File: config.mk
export PLATFORM = sky130hd
export DESIGN_NAME = hazard_ctrl_flat
export DESIGN_NICKNAME = d
export VERILOG_FILES = /design/src/rtl/hazard_pkg.sv /design/src/rtl/hazard_ctrl_if.sv /design/src/rtl/muldiv_seq.sv /design/src/rtl/hazard_ctrl.sv /design/src/flat_wrapper.sv
export SDC_FILE = /design/constraint.sdc
export NUM_CORES = 1
export LEC_CHECK = 0
export ABC_AREA = 0
export BUFFER_PORTS_ARGS = -buffer_cell sky130_fd_sc_hd__buf_2
export CAP_MARGIN = 20
export CORE_AREA = 2 2 51 73
export DETAILED_ROUTE_END_ITERATION = 7
export DIE_AREA = 0 0 53 75
export GPL_TIMING_DRIVEN = 0
export PLACE_DENSITY = 0.75
export SYNTH_ARGS = -nofsm -noshare
export SYNTH_HDL_FRONTEND = slang
export SYNTH_SLANG_ARGS = --single-unit
File: constraint.sdc
create_clock -name CLK -period 2.6 [get_ports CLK]
set_input_delay 0.39 -clock CLK [delete_from_list [all_inputs] [get_ports CLK]]
set_output_delay 0.39 -clock CLK [all_outputs]
set_load 0.1 [all_outputs]
File: src/rtl/hazard_pkg.sv
// hazard_pkg: shared definitions for the pipeline hazard controller.
//   - forward-select encodings for the E-stage operand muxes
//   - mul/div sequencer state type
//   - default mul/div latency and counter width
//   - reg_match(): register-number compare where r0 never matches
package hazard_pkg;

   localparam logic [1:0] FWD_RF  = 2'b00;  // operand from register file
   localparam logic [1:0] FWD_WB  = 2'b01;  // operand from ResultW
   localparam logic [1:0] FWD_MEM = 2'b10;  // operand from ALUOutM

   typedef enum logic [1:0] {
      MD_IDLE,
      MD_BUSY,
      MD_DONE
   } md_state_t;

   localparam int unsigned MULDIV_LAT_DEFAULT = 32;
   localparam int unsigned CNT_W_DEFAULT      = 6;

   // r0 is hardwired to zero, so it must never produce a hazard or a forward.
   function automatic logic reg_match(input logic [4:0] a, input logic [4:0] b);
      return (a != 5'd0) && (a == b);
   endfunction

endpackage

File: src/rtl/hazard_ctrl_if.sv
// hazard_ctrl_if: pipeline <-> hazard controller signal bundle.
//   master modport: pipeline side, drives stage fields and sees stall/flush/forward selects.
//   slave modport : hazard_ctrl side.
// With HAZARD_PERF_EN defined, the bundle also carries the StallCycles, FlushCount and
// MDCycles performance counters.
interface hazard_ctrl_if;

   logic [4:0] RsD, RtD;
   logic [4:0] RsE, RtE;
   logic [4:0] WriteRegE, WriteRegM, WriteRegW;
   logic       RegWriteE, RegWriteM, RegWriteW;
   logic       MemtoRegE, MemtoRegM;
   logic       BranchD, PCSrcD, JumpD;
   logic       MulDivD, HiLoReadD, MulDivStartE;

   logic       StallF, StallD;
   logic       FlushD, FlushE;
   logic [1:0] ForwardAE, ForwardBE;
   logic       ForwardAD, ForwardBD;
   logic       MDBusy, MDDone;
`ifdef HAZARD_PERF_EN
   logic [31:0] StallCycles, FlushCount, MDCycles;
`endif

   modport master (
      output RsD, RtD, RsE, RtE, WriteRegE, WriteRegM, WriteRegW,
      output RegWriteE, RegWriteM, RegWriteW, MemtoRegE, MemtoRegM,
      output BranchD, PCSrcD, JumpD, MulDivD, HiLoReadD, MulDivStartE,
      input  StallF, StallD, FlushD, FlushE, ForwardAE, ForwardBE,
      input  ForwardAD, ForwardBD, MDBusy, MDDone
`ifdef HAZARD_PERF_EN
      , input StallCycles, FlushCount, MDCycles
`endif
   );

   modport slave (
      input  RsD, RtD, RsE, RtE, WriteRegE, WriteRegM, WriteRegW,
      input  RegWriteE, RegWriteM, RegWriteW, MemtoRegE, MemtoRegM,
      input  BranchD, PCSrcD, JumpD, MulDivD, HiLoReadD, MulDivStartE,
      output StallF, StallD, FlushD, FlushE, ForwardAE, ForwardBE,
      output ForwardAD, ForwardBD, MDBusy, MDDone
`ifdef HAZARD_PERF_EN
      , output StallCycles, FlushCount, MDCycles
`endif
   );

endinterface

File: src/rtl/muldiv_seq.sv
// muldiv_seq: occupancy sequencer for the multi-cycle mul/div unit.
//   CLK   in  clock, rising edge
//   RST   in  synchronous active-high reset (returns to IDLE, no done strobe)
//   start in  one-cycle start pulse; ignored unless IDLE
//   busy  out state != IDLE
//   done  out one-cycle HI/LO write strobe (DONE state)
// Occupancy after start is MULDIV_LAT cycles: MULDIV_LAT-1 in BUSY plus one in DONE.
module muldiv_seq
   import hazard_pkg::*;
#(
   parameter int unsigned MULDIV_LAT = MULDIV_LAT_DEFAULT,
   parameter int unsigned CNT_W      = CNT_W_DEFAULT
) (
   input  logic CLK,
   input  logic RST,
   input  logic start,
   output logic busy,
   output logic done
);

   md_state_t        state_q, state_d;
   logic [CNT_W-1:0] cnt_q, cnt_d;

   // State register.
   always_ff @(posedge CLK) begin
      if (RST) begin
         state_q <= MD_IDLE;
         cnt_q   <= '0;
      end else begin
         state_q <= state_d;
         cnt_q   <= cnt_d;
      end
   end

   // Next-state logic.
   always_comb begin
      state_d = state_q;
      cnt_d   = cnt_q;
      case (state_q)
         MD_IDLE: begin
            if (start) begin
               state_d = MD_BUSY;
               // BUSY spans counts LAT-2 down to 0, i.e. LAT-1 cycles.
               cnt_d   = CNT_W'(MULDIV_LAT - 2);
            end
         end
         MD_BUSY: begin
            if (cnt_q == '0) begin
               state_d = MD_DONE;
            end else begin
               cnt_d = cnt_q - CNT_W'(1);
            end
         end
         MD_DONE: begin
            state_d = MD_IDLE;
         end
         default: begin
            state_d = MD_IDLE;
            cnt_d   = '0;
         end
      endcase
   end

   // Outputs.
   always_comb begin
      busy = (state_q != MD_IDLE);
      done = (state_q == MD_DONE);
   end

endmodule

File: src/rtl/hazard_ctrl.sv
// hazard_ctrl: stall / flush / forward-select control for the 5-stage MIPS pipeline,
// plus sequencing of the multi-cycle mul/div unit.
//   CLK  in    clock, rising edge
//   RST  in    synchronous active-high reset
//   hif  slave hazard_ctrl_if: stage register fields and write enables in;
//              StallF/StallD, FlushD/FlushE, ForwardAE/BE (2b), ForwardAD/BD,
//              MDBusy, MDDone out.
// Optional macro HAZARD_PERF_EN adds StallCycles, FlushCount and MDCycles counters.
// W->D bypass lives in the decode stage, so no W forward is produced for Decode.
module hazard_ctrl
   import hazard_pkg::*;
#(
   parameter int unsigned MULDIV_LAT = MULDIV_LAT_DEFAULT,
   parameter int unsigned CNT_W      = CNT_W_DEFAULT
) (
   input logic          CLK,
   input logic          RST,
   hazard_ctrl_if.slave hif
);

   logic md_busy, md_done;
   logic lwstall, brstall, mdstall, stall;
   logic redirect;

   muldiv_seq #(
      .MULDIV_LAT (MULDIV_LAT),
      .CNT_W      (CNT_W)
   ) u_muldiv_seq (
      .CLK   (CLK),
      .RST   (RST),
      .start (hif.MulDivStartE),
      .busy  (md_busy),
      .done  (md_done)
   );

   // Hazard detection.
   always_comb begin
      lwstall = hif.MemtoRegE &
                (reg_match(hif.RtE, hif.RsD) | reg_match(hif.RtE, hif.RtD));

      // Branch compare in D needs the value now: an E-stage ALU result or an M-stage
      // load cannot be forwarded in time.
      brstall = hif.BranchD &
                ((hif.RegWriteE &
                  (reg_match(hif.WriteRegE, hif.RsD) | reg_match(hif.WriteRegE, hif.RtD))) |
                 (hif.MemtoRegM &
                  (reg_match(hif.WriteRegM, hif.RsD) | reg_match(hif.WriteRegM, hif.RtD))));

      // DONE (busy & done) does not stall: HI/LO is written at the end of that cycle.
      mdstall  = (hif.MulDivD | hif.HiLoReadD) &
                 ((md_busy & ~md_done) | hif.MulDivStartE);

      stall    = lwstall | brstall | mdstall;
      redirect = (hif.PCSrcD | hif.JumpD) & ~stall;
   end

   // Control outputs; reset forces a quiet pipeline with a bubble in Execute.
   always_comb begin
      hif.StallF    = 1'b0;
      hif.StallD    = 1'b0;
      hif.FlushD    = 1'b0;
      hif.FlushE    = 1'b1;
      hif.ForwardAE = FWD_RF;
      hif.ForwardBE = FWD_RF;
      hif.ForwardAD = 1'b0;
      hif.ForwardBD = 1'b0;
      if (!RST) begin
         hif.StallF = stall;
         hif.StallD = stall;
         hif.FlushD = redirect;
         hif.FlushE = stall;

         // M has priority over W: it holds the younger result.
         if (hif.RegWriteM && reg_match(hif.RsE, hif.WriteRegM)) begin
            hif.ForwardAE = FWD_MEM;
         end else if (hif.RegWriteW && reg_match(hif.RsE, hif.WriteRegW)) begin
            hif.ForwardAE = FWD_WB;
         end

         if (hif.RegWriteM && reg_match(hif.RtE, hif.WriteRegM)) begin
            hif.ForwardBE = FWD_MEM;
         end else if (hif.RegWriteW && reg_match(hif.RtE, hif.WriteRegW)) begin
            hif.ForwardBE = FWD_WB;
         end

         hif.ForwardAD = hif.RegWriteM & reg_match(hif.RsD, hif.WriteRegM);
         hif.ForwardBD = hif.RegWriteM & reg_match(hif.RtD, hif.WriteRegM);
      end
   end

   always_comb begin
      hif.MDBusy = md_busy;
      hif.MDDone = md_done;
   end

`ifdef HAZARD_PERF_EN
   logic [31:0] stall_cycles_q, stall_cycles_d;
   logic [31:0] flush_count_q, flush_count_d;
   logic [31:0] md_cycles_q, md_cycles_d;

   always_ff @(posedge CLK) begin
      if (RST) begin
         stall_cycles_q <= '0;
         flush_count_q  <= '0;
         md_cycles_q    <= '0;
      end else begin
         stall_cycles_q <= stall_cycles_d;
         flush_count_q  <= flush_count_d;
         md_cycles_q    <= md_cycles_d;
      end
   end

   // Counters wrap naturally at 2^32.
   always_comb begin
      stall_cycles_d = stall_cycles_q + {31'd0, stall};
      flush_count_d  = flush_count_q + {31'd0, redirect};
      md_cycles_d    = md_cycles_q + {31'd0, md_busy};
   end

   always_comb begin
      hif.StallCycles = stall_cycles_q;
      hif.FlushCount  = flush_count_q;
      hif.MDCycles    = md_cycles_q;
   end
`endif

endmodule
File: src/flat_wrapper.sv
// flat-port wrapper written by rule: the top's interface ports become plain ports
module hazard_ctrl_flat import hazard_pkg::*;
#(
   parameter int unsigned MULDIV_LAT = MULDIV_LAT_DEFAULT,
   parameter int unsigned CNT_W      = CNT_W_DEFAULT
)
  (CLK, RST, hif_RsD, hif_RtD, hif_RsE, hif_RtE, hif_WriteRegE, hif_WriteRegM, hif_WriteRegW, hif_RegWriteE, hif_RegWriteM, hif_RegWriteW, hif_MemtoRegE, hif_MemtoRegM, hif_BranchD, hif_PCSrcD, hif_JumpD, hif_MulDivD, hif_HiLoReadD, hif_MulDivStartE, hif_StallF, hif_StallD, hif_FlushD, hif_FlushE, hif_ForwardAE, hif_ForwardBE, hif_ForwardAD, hif_ForwardBD, hif_MDBusy, hif_MDDone);
  hazard_ctrl_if hif_i ();
  input logic CLK;
  input logic RST;
  input wire logic [$bits(hif_i.RsD)-1:0] hif_RsD;
  input wire logic [$bits(hif_i.RtD)-1:0] hif_RtD;
  input wire logic [$bits(hif_i.RsE)-1:0] hif_RsE;
  input wire logic [$bits(hif_i.RtE)-1:0] hif_RtE;
  input wire logic [$bits(hif_i.WriteRegE)-1:0] hif_WriteRegE;
  input wire logic [$bits(hif_i.WriteRegM)-1:0] hif_WriteRegM;
  input wire logic [$bits(hif_i.WriteRegW)-1:0] hif_WriteRegW;
  input wire logic [$bits(hif_i.RegWriteE)-1:0] hif_RegWriteE;
  input wire logic [$bits(hif_i.RegWriteM)-1:0] hif_RegWriteM;
  input wire logic [$bits(hif_i.RegWriteW)-1:0] hif_RegWriteW;
  input wire logic [$bits(hif_i.MemtoRegE)-1:0] hif_MemtoRegE;
  input wire logic [$bits(hif_i.MemtoRegM)-1:0] hif_MemtoRegM;
  input wire logic [$bits(hif_i.BranchD)-1:0] hif_BranchD;
  input wire logic [$bits(hif_i.PCSrcD)-1:0] hif_PCSrcD;
  input wire logic [$bits(hif_i.JumpD)-1:0] hif_JumpD;
  input wire logic [$bits(hif_i.MulDivD)-1:0] hif_MulDivD;
  input wire logic [$bits(hif_i.HiLoReadD)-1:0] hif_HiLoReadD;
  input wire logic [$bits(hif_i.MulDivStartE)-1:0] hif_MulDivStartE;
  output wire logic [$bits(hif_i.StallF)-1:0] hif_StallF;
  output wire logic [$bits(hif_i.StallD)-1:0] hif_StallD;
  output wire logic [$bits(hif_i.FlushD)-1:0] hif_FlushD;
  output wire logic [$bits(hif_i.FlushE)-1:0] hif_FlushE;
  output wire logic [$bits(hif_i.ForwardAE)-1:0] hif_ForwardAE;
  output wire logic [$bits(hif_i.ForwardBE)-1:0] hif_ForwardBE;
  output wire logic [$bits(hif_i.ForwardAD)-1:0] hif_ForwardAD;
  output wire logic [$bits(hif_i.ForwardBD)-1:0] hif_ForwardBD;
  output wire logic [$bits(hif_i.MDBusy)-1:0] hif_MDBusy;
  output wire logic [$bits(hif_i.MDDone)-1:0] hif_MDDone;
  assign hif_i.RsD = hif_RsD;
  assign hif_i.RtD = hif_RtD;
  assign hif_i.RsE = hif_RsE;
  assign hif_i.RtE = hif_RtE;
  assign hif_i.WriteRegE = hif_WriteRegE;
  assign hif_i.WriteRegM = hif_WriteRegM;
  assign hif_i.WriteRegW = hif_WriteRegW;
  assign hif_i.RegWriteE = hif_RegWriteE;
  assign hif_i.RegWriteM = hif_RegWriteM;
  assign hif_i.RegWriteW = hif_RegWriteW;
  assign hif_i.MemtoRegE = hif_MemtoRegE;
  assign hif_i.MemtoRegM = hif_MemtoRegM;
  assign hif_i.BranchD = hif_BranchD;
  assign hif_i.PCSrcD = hif_PCSrcD;
  assign hif_i.JumpD = hif_JumpD;
  assign hif_i.MulDivD = hif_MulDivD;
  assign hif_i.HiLoReadD = hif_HiLoReadD;
  assign hif_i.MulDivStartE = hif_MulDivStartE;
  assign hif_StallF = hif_i.StallF;
  assign hif_StallD = hif_i.StallD;
  assign hif_FlushD = hif_i.FlushD;
  assign hif_FlushE = hif_i.FlushE;
  assign hif_ForwardAE = hif_i.ForwardAE;
  assign hif_ForwardBE = hif_i.ForwardBE;
  assign hif_ForwardAD = hif_i.ForwardAD;
  assign hif_ForwardBD = hif_i.ForwardBD;
  assign hif_MDBusy = hif_i.MDBusy;
  assign hif_MDDone = hif_i.MDDone;
  hazard_ctrl #(.MULDIV_LAT(MULDIV_LAT), .CNT_W(CNT_W)) u_core (.CLK(CLK), .RST(RST), .hif(hif_i));
endmodule
==> results.toml <==
[run_status]
outcome = "finished, final reports clean"

[routing]
wire_per_inst_um = 12.82
remaining_drc_errors = 0
dr.pass1.iters = 4
ant_nets = 0
via_per_inst = 5.064
drt_iter0_drc = 27
finalWirelength_mm = 3.411
vias = 1347

[finish]
n_antenna_cell = 0
stdcell_count = 266
layout-drive-gt1-share = 0.3496
fillers = 339
area_growth_pct = 36.47
fin_area_mm2 = 0.001760
nNetsFinal = 278

[clock_tree]
insertion_delay_ns = 0.23
post_cts_buffers = 0
numCtsBuffers = 3
cts_sinks = 8
cts-root-buf = "clkbuf_8"
clk_pin_slew_worst_paths_ns = 0.04
clockBufferDepth = 2
cts_tree = "yes"
h-tree-depth = 1

[synthesis]
syn-num-nets = 224
synth_largest_area_cell = "xnor2_1"
yosysUniqueCellTypes = 39
seq_area_frac_synth = 0.1242
syn_avg_cell_area_um2 = 7.414
synthAdderAreaFrac = 0.01940
ys_warn_count = 0
synth-compound-area-share = 0.1251
yosys_register_bits = 8
postSynthCellCount = 174
synth_area_mm2 = 0.001290
synth_mux_area_frac = 0
synthTopCellsByArea = "xnor2_1 (20%), xor2_1 (16%), dfxtp_1 (12%)"
synth.top_cell.area_share = 0.1969
synth_top_family_by_area = "XOR/XNOR gates"
synth-simple-area-share = 0.3065
synth-xor-area-share = 0.3531

[floorplan]
row_count = 25
start_util = 0.3928
dieArea_mm2 = 0.003975
core-area_mm2 = 0.003284
die_h_um = 75
chipWidth_um = 53
io_pins = 60

[grt]
grt_pass1_wl_mm = 5.540
antenna_found_initial = 0
grt_max_degree = 11
grt_usage = 0.1823
gr-total-overflow = 0
grt_pass1_vias = 1287

[critical_path]
crit_type = "in2out"
worstSetupStartpointType = "input pin"
worstPathRequired_ns = 2.21
arrival_ns = 2.11
cp-end-kind = "output pin"
path_max_fanout = 3

[sta]
rsz0062_at_grt = "no"
setup_viol = 0
worst_pin_slew_ns = 0.6151
hold_violations = 0
worst_slack_ns = 0.09891
period_minus_slack_ns = 2.501
clock.fmax_mhz = 399.8
finClkSkew_ns = 0.001137
finalCritPeriodShare = 0.9620
slew_headroom = 0.5899
drv_slew = 0

[power]
power_leakage_nw = 0.6992
p_per_area_mw_per_mm2 = 424.1
vdd_ir_drop_max_uv = 263.3

[placed_design]
gp_congestion = 0.7793
portBuffers = 49
dp.cells = 263
dpl_cell_area_mm2 = 0.001693
dp_hpwl_mm = 2.907
pre_cts_ws_ns = -0.1429

[run]
maxCapViolCount = 0

[worst_hold_path]
hold_class = "in2reg"
[metal layers]
| metal | part of all wire | vias up | GRT usage |
|---|---|---|---|
| li1 | - | 695 | - |
| met1 | 0.38 | 611 | 0.2007 |
| met2 | 0.57 | 37 | 0.3528 |
| met3 | 0.044 | 4 | 0.02381 |
| met4 | 0.010 | 0 | 0.05413 |
| met5 | 0 | - | 0 |
[repair_timing]
item                                    CTS  global route
endpoints found under the setup margin    2             3
pin swaps                                 0             0
gates resized for setup                   3             3
hold buffers                              0             0
[metrics by stage]
step / utilization / hold WS [ns] / setup TNS, ns / power [mW]
after global routing: 0.5360 / 0.4528 / 0 / 0.7981
after global placement: 0.5154 / 0.5045 / -0.1615 / 0.5787
final: 0.5360 / 0.4507 / 0 / 0.7465
after CTS: 0.5318 / 0.4500 / 0 / 0.7458
after detailed placement: 0.5154 / 0.5016 / -0.1429 / 0.5857
after floorplan: - / 0.4709 / -0.8330 / 0.4850
[power by group]
group / switching, mW / leakage, nW / internal [mW]
Sequential: 0.0236 / 0.0663 / 0.146
Clock: 0.0555 / 0.0216 / 0.101
Combinational: 0.255 / 0.611 / 0.165
Total: 0.334 / 0.699 / 0.413
[flip-flops by register name, summed over array words and instances, names as in the netlist]
register                     flops
u_core.u_muldiv_seq.cnt_q        6
u_core.u_muldiv_seq.state_q      2
[synth_stat cells (all sizes together)]
master and n:
a2111oi 1, a21oi 6, a22o 2, a31oi 1
and3 1, buf 5, clkbuf 9, dfxtp 8
ha 2, inv 5, nand2 10, nand2b 3
nand3 6, nand4 4, nor2 17, nor2b 6
nor3 9, nor3b 1, nor4 5, nor4b 1
o211ai 2, o21ai 7, o22a 1, o41ai 1
or2 3, or4 6, xnor2 29, xor2 23
[worst max-delay path: stages]
cell and delay, ns:
buf_2 0.12, or4_1 0.51, o211ai_1 0.21, a21oi_2 0.07, nor4_4 0.32, nor3b_4 0.24, buf_6 0.25
[cells in the final DEF, fill, tap and decap left out, types with 2 or more instances in the layout]
cell      instances
nor3_1            7
or2_1             2
dfxtp_1           8
or4_1             3
clkbuf_1          7
a21oi_2           2
ha_1              2
buf_2            46
nor4_4            4
nand2b_1          3
nor2_1           15
clkbuf_8          4
xnor2_1          29
o21ai_1           4
or4_4             3
o21ai_0           3
a22o_1            2
clkbuf_4          2
buf_4             2
a21oi_1           4
buf_6             3
xor2_1           23
inv_1             5
nand4_1           4
nor2b_1           4
nand2_1          10
nand3_1           5
[area by class of cell]
| class | count | area [um2] | area share |
|---|---|---|---|
| Buffer | 14 | 86.33 | 0.04904 |
| Multi-Input combinational cell | 147 | 1147 | 0.6517 |
| Clock buffer | 3 | 41.29 | 0.02345 |
| Inverter | 5 | 18.77 | 0.01066 |
| Timing Repair Buffer | 49 | 256.5 | 0.1457 |
| Sequential cell | 8 | 160.2 | 0.09097 |
| Tap cell | 40 | 50.05 | 0.02843 |
[final timing paths]
kind	start	endpoint	slack (ns)	cells after the start
max reg2reg	u_core.u_muldiv_seq.cnt_q[0]	u_core.u_muldiv_seq.cnt_q[2]	0.67	8
min reg2reg	u_core.u_muldiv_seq.cnt_q[1]	u_core.u_muldiv_seq.cnt_q[1]	0.52	2
max	hif_WriteRegE[0]	hif_FlushD	0.1	7
min	RST	u_core.u_muldiv_seq.state_q[0]	0.45	2
[cell families after synthesis]
group,Yosys count
simple gates,72
xor+xnor,52
compound gates,21
buf+inv,19
flops,8
fa+ha+maj,2
(Power assumes the default switching activity.)
